**config.mk**
```make
export PLATFORM = sky130hd
export DESIGN_NAME = game_frame_controller
export DESIGN_NICKNAME = d
export VERILOG_FILES = /design/src/rtl/game_frame_controller.sv
export SDC_FILE = /design/constraint.sdc
export NUM_CORES = 1
export LEC_CHECK = 0
export CAP_MARGIN = 20
export CELL_PAD_IN_SITES_DETAIL_PLACEMENT = 0
export CELL_PAD_IN_SITES_GLOBAL_PLACEMENT = 2
export CORE_MARGIN = 2
export CORE_UTILIZATION = 31
export DETAILED_ROUTE_END_ITERATION = 10
export HOLD_SLACK_MARGIN = 0.06
export PLACE_DENSITY_LB_ADDON = 0.1
export SYNTH_ARGS = -nofsm -noshare
export SYNTH_HDL_FRONTEND = slang
export SYNTH_SLANG_ARGS = --single-unit
export TNS_END_PERCENT = 30
```
**constraint.sdc**
```tcl
create_clock -name clk -period 3.22 [get_ports clk]
set_clock_uncertainty 0.15 [all_clocks]
set_input_delay 0.322 -clock clk [delete_from_list [all_inputs] [get_ports clk]]
set_output_delay 0.322 -clock clk [all_outputs]
set_load 0.01 [all_outputs]
```
**src/rtl/game_frame_controller.sv**
```systemverilog
// -----------------------------------------------------------------------------
// game_frame_controller
//
// Frame-synchronous supervisor for the N x N tile game. Conditions the four
// pushbuttons (synchronise, debounce per frame, single priority direction,
// hold auto-repeat), issues move requests to the game-logic engine over a
// req/ack handshake, and commits returned grids to the display register only
// on vsync rising edges so the renderer never sees a half-updated frame.
// Also detects win / game-over and sequences WELCOME -> PLAY -> WON/LOST.
//
// Ports
//   clk          system / pixel clock
//   reset        synchronous, active-high reset
//   vsync        vertical sync from the VGA timing generator
//   btn          raw buttons {right,left,down,up}, asynchronous
//   welcome_grid animated welcome pattern, shown while in WELCOME
//   next_grid    grid produced by the game logic, valid with move_ack
//   move_ack     one-cycle pulse: move finished, next_grid valid
//   move_req     request level, held until move_ack
//   move_dir     0 up, 1 down, 2 left, 3 right; stable while move_req
//   new_game     one-cycle pulse on entering PLAY
//   grid         displayed grid; tile idx = r*GRID_N+c at bits idx*TILE_BITS
//   state        0 WELCOME, 1 PLAY, 2 WAIT_ACK, 3 WON, 4 LOST
//   frame_tick   one-cycle strobe per vsync rising edge
// -----------------------------------------------------------------------------
module game_frame_controller #(
  parameter int GRID_N          = 4,
  parameter int TILE_BITS       = 4,
  parameter int WIN_EXP         = 11,
  parameter int DEBOUNCE_FRAMES = 2,
  parameter int REPEAT_FRAMES   = 12,
  parameter int END_HOLD_FRAMES = 60
) (
  input  logic                                 clk,
  input  logic                                 reset,
  input  logic                                 vsync,
  input  logic [3:0]                           btn,
  input  logic [GRID_N*GRID_N*TILE_BITS-1:0]   welcome_grid,
  input  logic [GRID_N*GRID_N*TILE_BITS-1:0]   next_grid,
  input  logic                                 move_ack,
  output logic                                 move_req,
  output logic [1:0]                           move_dir,
  output logic                                 new_game,
  output logic [GRID_N*GRID_N*TILE_BITS-1:0]   grid,
  output logic [2:0]                           state,
  output logic                                 frame_tick
);

  localparam int NTILES = GRID_N * GRID_N;
  localparam int GRID_W = NTILES * TILE_BITS;
  localparam int DB_W   = $clog2(DEBOUNCE_FRAMES + 1);
  localparam int RP_W   = (REPEAT_FRAMES > 0) ? $clog2(REPEAT_FRAMES + 1) : 1;
  localparam int EH_W   = (END_HOLD_FRAMES > 0) ? $clog2(END_HOLD_FRAMES + 1) : 1;

  localparam logic [DB_W-1:0]      DB_MAX    = DB_W'(DEBOUNCE_FRAMES);
  localparam logic [RP_W-1:0]      RP_MAX    = RP_W'(REPEAT_FRAMES);
  localparam logic [EH_W-1:0]      EH_MAX    = EH_W'(END_HOLD_FRAMES);
  localparam logic [TILE_BITS-1:0] WIN_TILE  = TILE_BITS'(WIN_EXP);
  localparam bit                   REPEAT_EN = (REPEAT_FRAMES > 0);

  typedef enum logic [2:0] {
    S_WELCOME  = 3'd0,
    S_PLAY     = 3'd1,
    S_WAIT_ACK = 3'd2,
    S_WON      = 3'd3,
    S_LOST     = 3'd4
  } state_t;

  state_t              r_state;
  state_t              w_state_nxt;

  logic                r_vsync_prev;
  logic                r_frame_tick;
  logic [3:0]          r_btn_s1;
  logic [3:0]          r_btn_s2;
  logic [DB_W-1:0]     r_db_cnt [4];
  logic                r_held_valid;
  logic [1:0]          r_held_dir;
  logic [RP_W-1:0]     r_rep_cnt;
  logic [EH_W-1:0]     r_end_cnt;
  logic [GRID_W-1:0]   r_grid;
  logic [GRID_W-1:0]   r_pending;
  logic                r_pending_valid;
  logic                r_check;
  logic                r_move_req;
  logic [1:0]          r_move_dir;
  logic                r_new_game;

  logic [DB_W-1:0]     w_db_nxt [4];
  logic [3:0]          w_down;
  logic                w_any_down;
  logic [1:0]          w_pri_dir;
  logic                w_fresh;
  logic                w_repeat;
  logic                w_event;
  logic                w_end_done;
  logic [TILE_BITS-1:0] w_tile [NTILES];
  logic                w_win;
  logic                w_has_zero;
  logic                w_has_pair;
  logic                w_lost;

  // ---------------------------------------------------------------------------
  // Button conditioning. The debounce counts are evaluated with the value they
  // will hold after this tick, so a button reads "down" on the very tick that
  // its count reaches DEBOUNCE_FRAMES.
  // ---------------------------------------------------------------------------
  always_comb begin
    // NOTE: every combinational output gets a default before any branch, so
    // no path leaves a signal unassigned and no latch is inferred.
    w_down     = '0;
    w_pri_dir  = 2'd0;
    for (int i = 0; i < 4; i++) begin
      if (!r_btn_s2[i])              w_db_nxt[i] = '0;
      else if (r_db_cnt[i] == DB_MAX) w_db_nxt[i] = DB_MAX;
      else                           w_db_nxt[i] = r_db_cnt[i] + 1'b1;
      w_down[i] = (w_db_nxt[i] == DB_MAX);
    end
    w_any_down = |w_down;
    // Priority up > down > left > right; the bit index doubles as move_dir.
    if      (w_down[0]) w_pri_dir = 2'd0;
    else if (w_down[1]) w_pri_dir = 2'd1;
    else if (w_down[2]) w_pri_dir = 2'd2;
    else                w_pri_dir = 2'd3;

    // A change of the leading button counts as a brand-new press.
    w_fresh  = r_frame_tick && w_any_down &&
               (!r_held_valid || (r_held_dir != w_pri_dir));
    w_repeat = REPEAT_EN && r_frame_tick && w_any_down && r_held_valid &&
               (r_held_dir == w_pri_dir) && ((r_rep_cnt + 1'b1) == RP_MAX);
    w_event  = w_fresh || w_repeat;
  end

  assign w_end_done = (r_end_cnt == EH_MAX);

  // ---------------------------------------------------------------------------
  // Win / game-over evaluation on the displayed grid. Only acted on in the
  // cycle after a commit (r_check).
  // ---------------------------------------------------------------------------
  always_comb begin
    w_win      = 1'b0;
    w_has_zero = 1'b0;
    w_has_pair = 1'b0;
    for (int i = 0; i < NTILES; i++) begin
      w_tile[i] = r_grid[i*TILE_BITS +: TILE_BITS];
      if (w_tile[i] == WIN_TILE) w_win      = 1'b1;
      if (w_tile[i] == '0)       w_has_zero = 1'b1;
    end
    // Loop bounds stop one short so the neighbour index is always in range.
    for (int r = 0; r < GRID_N; r++) begin
      for (int c = 0; c < GRID_N - 1; c++) begin
        if (w_tile[r*GRID_N+c] != '0 && w_tile[r*GRID_N+c] == w_tile[r*GRID_N+c+1])
          w_has_pair = 1'b1;
      end
    end
    for (int r = 0; r < GRID_N - 1; r++) begin
      for (int c = 0; c < GRID_N; c++) begin
        if (w_tile[r*GRID_N+c] != '0 && w_tile[r*GRID_N+c] == w_tile[(r+1)*GRID_N+c])
          w_has_pair = 1'b1;
      end
    end
    w_lost = !w_has_zero && !w_has_pair;
  end

  // ---------------------------------------------------------------------------
  // FSM next-state
  // ---------------------------------------------------------------------------
  always_comb begin
    w_state_nxt = r_state;
    case (r_state)
      S_WELCOME: if (w_event) w_state_nxt = S_PLAY;
      S_PLAY: begin
        if      (r_check && w_win)  w_state_nxt = S_WON;
        else if (r_check && w_lost) w_state_nxt = S_LOST;
        else if (w_event)           w_state_nxt = S_WAIT_ACK;
      end
      S_WAIT_ACK: begin
        // An earlier move can commit while this one is in flight; an end of
        // game then drops the outstanding request.
        if      (r_check && w_win)  w_state_nxt = S_WON;
        else if (r_check && w_lost) w_state_nxt = S_LOST;
        else if (move_ack)          w_state_nxt = S_PLAY;
      end
      // Only a fresh press leaves the end screen, so a button held through
      // the hold-off period cannot skip it via auto-repeat.
      S_WON, S_LOST: if (w_end_done && w_fresh) w_state_nxt = S_WELCOME;
      default: w_state_nxt = S_WELCOME;
    endcase
  end

  always_ff @(posedge clk) begin
    if (reset) r_state <= S_WELCOME;
    else       r_state <= w_state_nxt;
  end

  // ---------------------------------------------------------------------------
  // Datapath registers
  // ---------------------------------------------------------------------------
  always_ff @(posedge clk) begin
    if (reset) begin
      r_vsync_prev    <= 1'b0;
      r_frame_tick    <= 1'b0;
      r_btn_s1        <= '0;
      r_btn_s2        <= '0;
      r_db_cnt        <= '{default: '0};
      r_held_valid    <= 1'b0;
      r_held_dir      <= 2'd0;
      r_rep_cnt       <= '0;
      r_end_cnt       <= '0;
      r_grid          <= '0;
      r_pending       <= '0;
      r_pending_valid <= 1'b0;
      r_check         <= 1'b0;
      r_move_req      <= 1'b0;
      r_move_dir      <= 2'd0;
      r_new_game      <= 1'b0;
    end else begin
      // NOTE: sequential state uses non-blocking assignments so every
      // register here samples pre-edge values, independent of statement order.
      r_vsync_prev <= vsync;
      r_frame_tick <= vsync & ~r_vsync_prev;
      r_btn_s1     <= btn;
      r_btn_s2     <= r_btn_s1;
      r_new_game   <= 1'b0;
      r_check      <= 1'b0;

      if (r_frame_tick) begin
        for (int i = 0; i < 4; i++) r_db_cnt[i] <= w_db_nxt[i];
        if (!w_any_down) begin
          r_held_valid <= 1'b0;
          r_rep_cnt    <= '0;
        end else if (w_event) begin
          r_held_valid <= 1'b1;
          r_held_dir   <= w_pri_dir;
          r_rep_cnt    <= '0;
        end else if (r_rep_cnt != RP_MAX) begin
          r_rep_cnt <= r_rep_cnt + 1'b1;
        end
      end

      if (r_state == S_WON || r_state == S_LOST) begin
        if (r_frame_tick && !w_end_done) r_end_cnt <= r_end_cnt + 1'b1;
      end else begin
        r_end_cnt <= '0;
      end

      // Commit uses the pending flag as it stood before this edge, so an ack
      // landing on a tick waits for the following tick.
      if ((r_state == S_PLAY || r_state == S_WAIT_ACK) && r_frame_tick && r_pending_valid) begin
        r_grid          <= r_pending;
        r_pending_valid <= 1'b0;
        r_check         <= 1'b1;
      end

      case (r_state)
        S_WELCOME: begin
          if (w_state_nxt == S_PLAY) begin
            r_grid          <= '0;
            r_new_game      <= 1'b1;
            r_pending_valid <= 1'b0;
          end else if (r_frame_tick) begin
            r_grid <= welcome_grid;
          end
        end
        S_PLAY: begin
          if (w_state_nxt == S_WAIT_ACK) begin
            r_move_req <= 1'b1;
            r_move_dir <= w_pri_dir;
          end
        end
        S_WAIT_ACK: begin
          if (w_state_nxt != S_WAIT_ACK) r_move_req <= 1'b0;
          if (w_state_nxt == S_PLAY) begin
            r_pending       <= next_grid;
            r_pending_valid <= 1'b1;
          end
        end
        default: ;
      endcase
    end
  end

  assign move_req   = r_move_req;
  assign move_dir   = r_move_dir;
  assign new_game   = r_new_game;
  assign grid       = r_grid;
  assign state      = r_state;
  assign frame_tick = r_frame_tick;

endmodule

```
==> metrics.txt <==
Port Buffer Count 207; gp weighted congestion 0.827; final instance area 12600 sq um; core area 29600 sq um; dpl cells 1597; setup violators final 0; register area share after synthesis 36.0%; layout cell share with drive strength beyond 1 11.8%; Max-cap violations 0; CTS tree yes; Worst path depth 11; Least-Margin Pin Slew 0.690 ns; Bufs and invs on worst path 3; CTS Buffer Depth 2; placed inst area 12000 sq um; Worst-path clk slew 0.07 ns; Die W 178 um; P&R area growth vs syn 35.3%; slew margin rel. 54.0%; row cnt 63; post-layout total power 5.22 mW; Syn Nets 1174; R2R setup slack 0.13 ns; Die Height 178 um; Hold Path Sink frame_tick; flops & latches, synth 168; CP arrival 3.29 ns; Total Routed Length 30600 um; status finished, final reports clean; largest net degree at the start of global routing 67; Worst-Skew Late Latency 0.43 ns; gr usage total 19.4%; Worst Path Required 3.43 ns; count of different cell masters after synthesis 58; P per Cell Area 413 nW/um^2; maximum VDD drop 0.000354 V; R2R cell count 11; cell mode on critical path buf_4; first-pass GRT wire length 46800 um; vias in the first global route 7888; final net count 1372; worst path cell trace buf_4 > xor2_1 > nor2_1 > a22oi_1 > and3_1 > nand4_2 > or2_1 > a2111oi_4 > buf_4 > buf_12 > mux2i_1; drt pass-1 iters 5; initial antenna violation count 0; utilization after layout 42.6%; P_leak 4.97 nW; syn avg cell area 9.06 sq um; vias post-DR 7874; Crit path max-delay family simple AND/OR/NAND/NOR gates; CTS H-tree lvls 4; Top FF cell, synth dfxtp_1; Final ANT Viol Nets 0; Syn Inst Count 1030; Mapped Area 9340 sq um; Vias/cell 4.82; WL/cell 18.8 um; Synth Warn # 0; drt initial violations 368; Final Cycle Share 95.9%; Critical Path End Type flop; hold path depth 1; WS Path Type flop to flop; Tmin final 3.09 ns; Root Buffer clkbuf_16; full die area 31500 sq um; Post-Layout Cell Count 1632; GRT overflow 0; EDFF count, synth 0; Hold WC Path Type flop to flop; Largest stage delay, worst path 0.51 ns; DRC viols 0; worst hold start r_vsync_prev; critical path peak fanout 24; Ports 208; asr flop ratio synth 0%; Fmax 324 MHz; detailed placement HPWL 22600 um; r2r endpoint r_pending[35]; start of the worst register-to-register path grid[21]; slowest cell on the critical path dfxtp_1; Inserted Clock Buffers 17; Pins Over Slew Limit 0; clk sinks 168; initial core utilization 31.5%; CP startpoint kind flop; Hold Fails Final Rpt 0
[flip-flops by register name, indices dropped and copies added, names as in the netlist, 2 cells and up]
name        count
r_pending      64
r_end_cnt       6
r_rep_cnt       4
r_btn_s2        4
grid           64
r_db_cnt        8
move_dir        2
state           3
r_btn_s1        4
r_held_dir      2
[final cells by class]
class,instances,area [sq um]
diodes,1,2.50
clock buffers,17,425
clock inverters,15,151
fillers,3039,17000
inverters,19,71.3
multi-input cells,738,5390
flip-flops and latches,168,3380
well taps,390,488
repair buffers,284,2720
[per-stage QoR]
step                hold slack, ns  setup WS [ns]  TNS (ns)
finish                       0.242          0.131         0
global route                 0.270        -0.0111   -0.0223
CTS                          0.244         0.0225         0
detailed placement           0.232         -0.208    -10.26
global placement             0.229         -0.230    -13.21
floorplan                    0.217          0.502         0
[synth_stat cells, types with 8 or more instances]
library cell	count	share of area [%]
inv_1	19	0.76
buf_1	9	0.36
mux2i_1	130	14
nand2b_1	142	9.5
clkbuf_1	42	1.7
o22ai_1	17	1.1
nand4b_1	16	1.5
o21ai_0	9	0.48
nor3_1	13	0.70
nor2_1	73	2.9
a21oi_1	24	1.3
dfxtp_1	168	36
xnor2_1	53	5.0
a211oi_1	49	3.9
xor2_1	45	4.2
nand3_1	14	0.75
nor4_1	15	1.0
nand4_1	19	1.3
nor2b_1	14	0.94
buf_2	42	2.3
nand2_1	37	1.5
ha_1	8	1.1
[cell usage in the layout, fill, tap and decap left out, types with 12 or more instances in the layout]
cell / instances
clkbuf_16: 17
nand2_1: 36
nor4_1: 12
nand4_1: 19
o22ai_1: 17
xor2_1: 45
nor3_1: 13
xnor2_1: 53
nand2b_1: 141
inv_1: 19
dfxtp_1: 154
a211oi_1: 49
nand4b_1: 16
nor2_1: 72
nand3_1: 14
mux2i_1: 130
a21oi_1: 24
dfxtp_2: 14
clkdlybuf4s50_1: 206
nor2b_1: 14
buf_4: 72
[how the worst max path moves through the flow]
stage                         end  startpoint  slack [ns]
global route        r_pending[30]    grid[26]       -0.01
global placement    r_pending[44]    grid[14]       -0.23
CTS                 r_pending[35]     grid[5]        0.02
detailed placement  r_pending[47]    grid[14]       -0.21
floorplan            r_pending[0]     grid[8]        0.50
finish              r_pending[35]    grid[21]        0.13
[what timing repair did]
action	in CTS	in global routing
hold buffers	0	0
gates cloned	0	0
buffers inserted	0	2
hold endpoints to repair	0	0
endpoints found under the setup margin	65	63
gates resized for setup	5	19
pin swaps	0	2
[report_power, final]
part	total (mW)	switching, mW	internal, mW
clock network	2.07	1.03	1.04
registers	2.24	0.111	2.13
logic	0.905	0.392	0.513
total	5.22	1.54	3.69
[routing by layer]
layer	global-route usage (%)	up-vias	share of wire [%]	wire length, um
met5	0	-	0	0
met4	4.30	0	0.92	281
met3	3.34	18	3.7	1140
met2	33.3	150	49	14900
met1	25.4	3756	47	14300
li1	-	3950	-	-
[kinds of logic (layout without fill, tap and decap cells)]
kind of cell             count (synthesis)  in the layout  synth area share (%)
flip-flops                             168            168                  36.0
XOR/XNOR                                98             98                  9.19
AO/OA/AOI/OAI                          125            125                  9.31
adder cells (fa/ha/maj)                  8              8                  1.07
AND/OR/NAND/NOR                        376            376                  23.5
multiplexers                           131            131                  14.1
buffers and inverters                  124            335                  6.83
other                                    0              1                     0
Power figures use the tool's default switching activity.
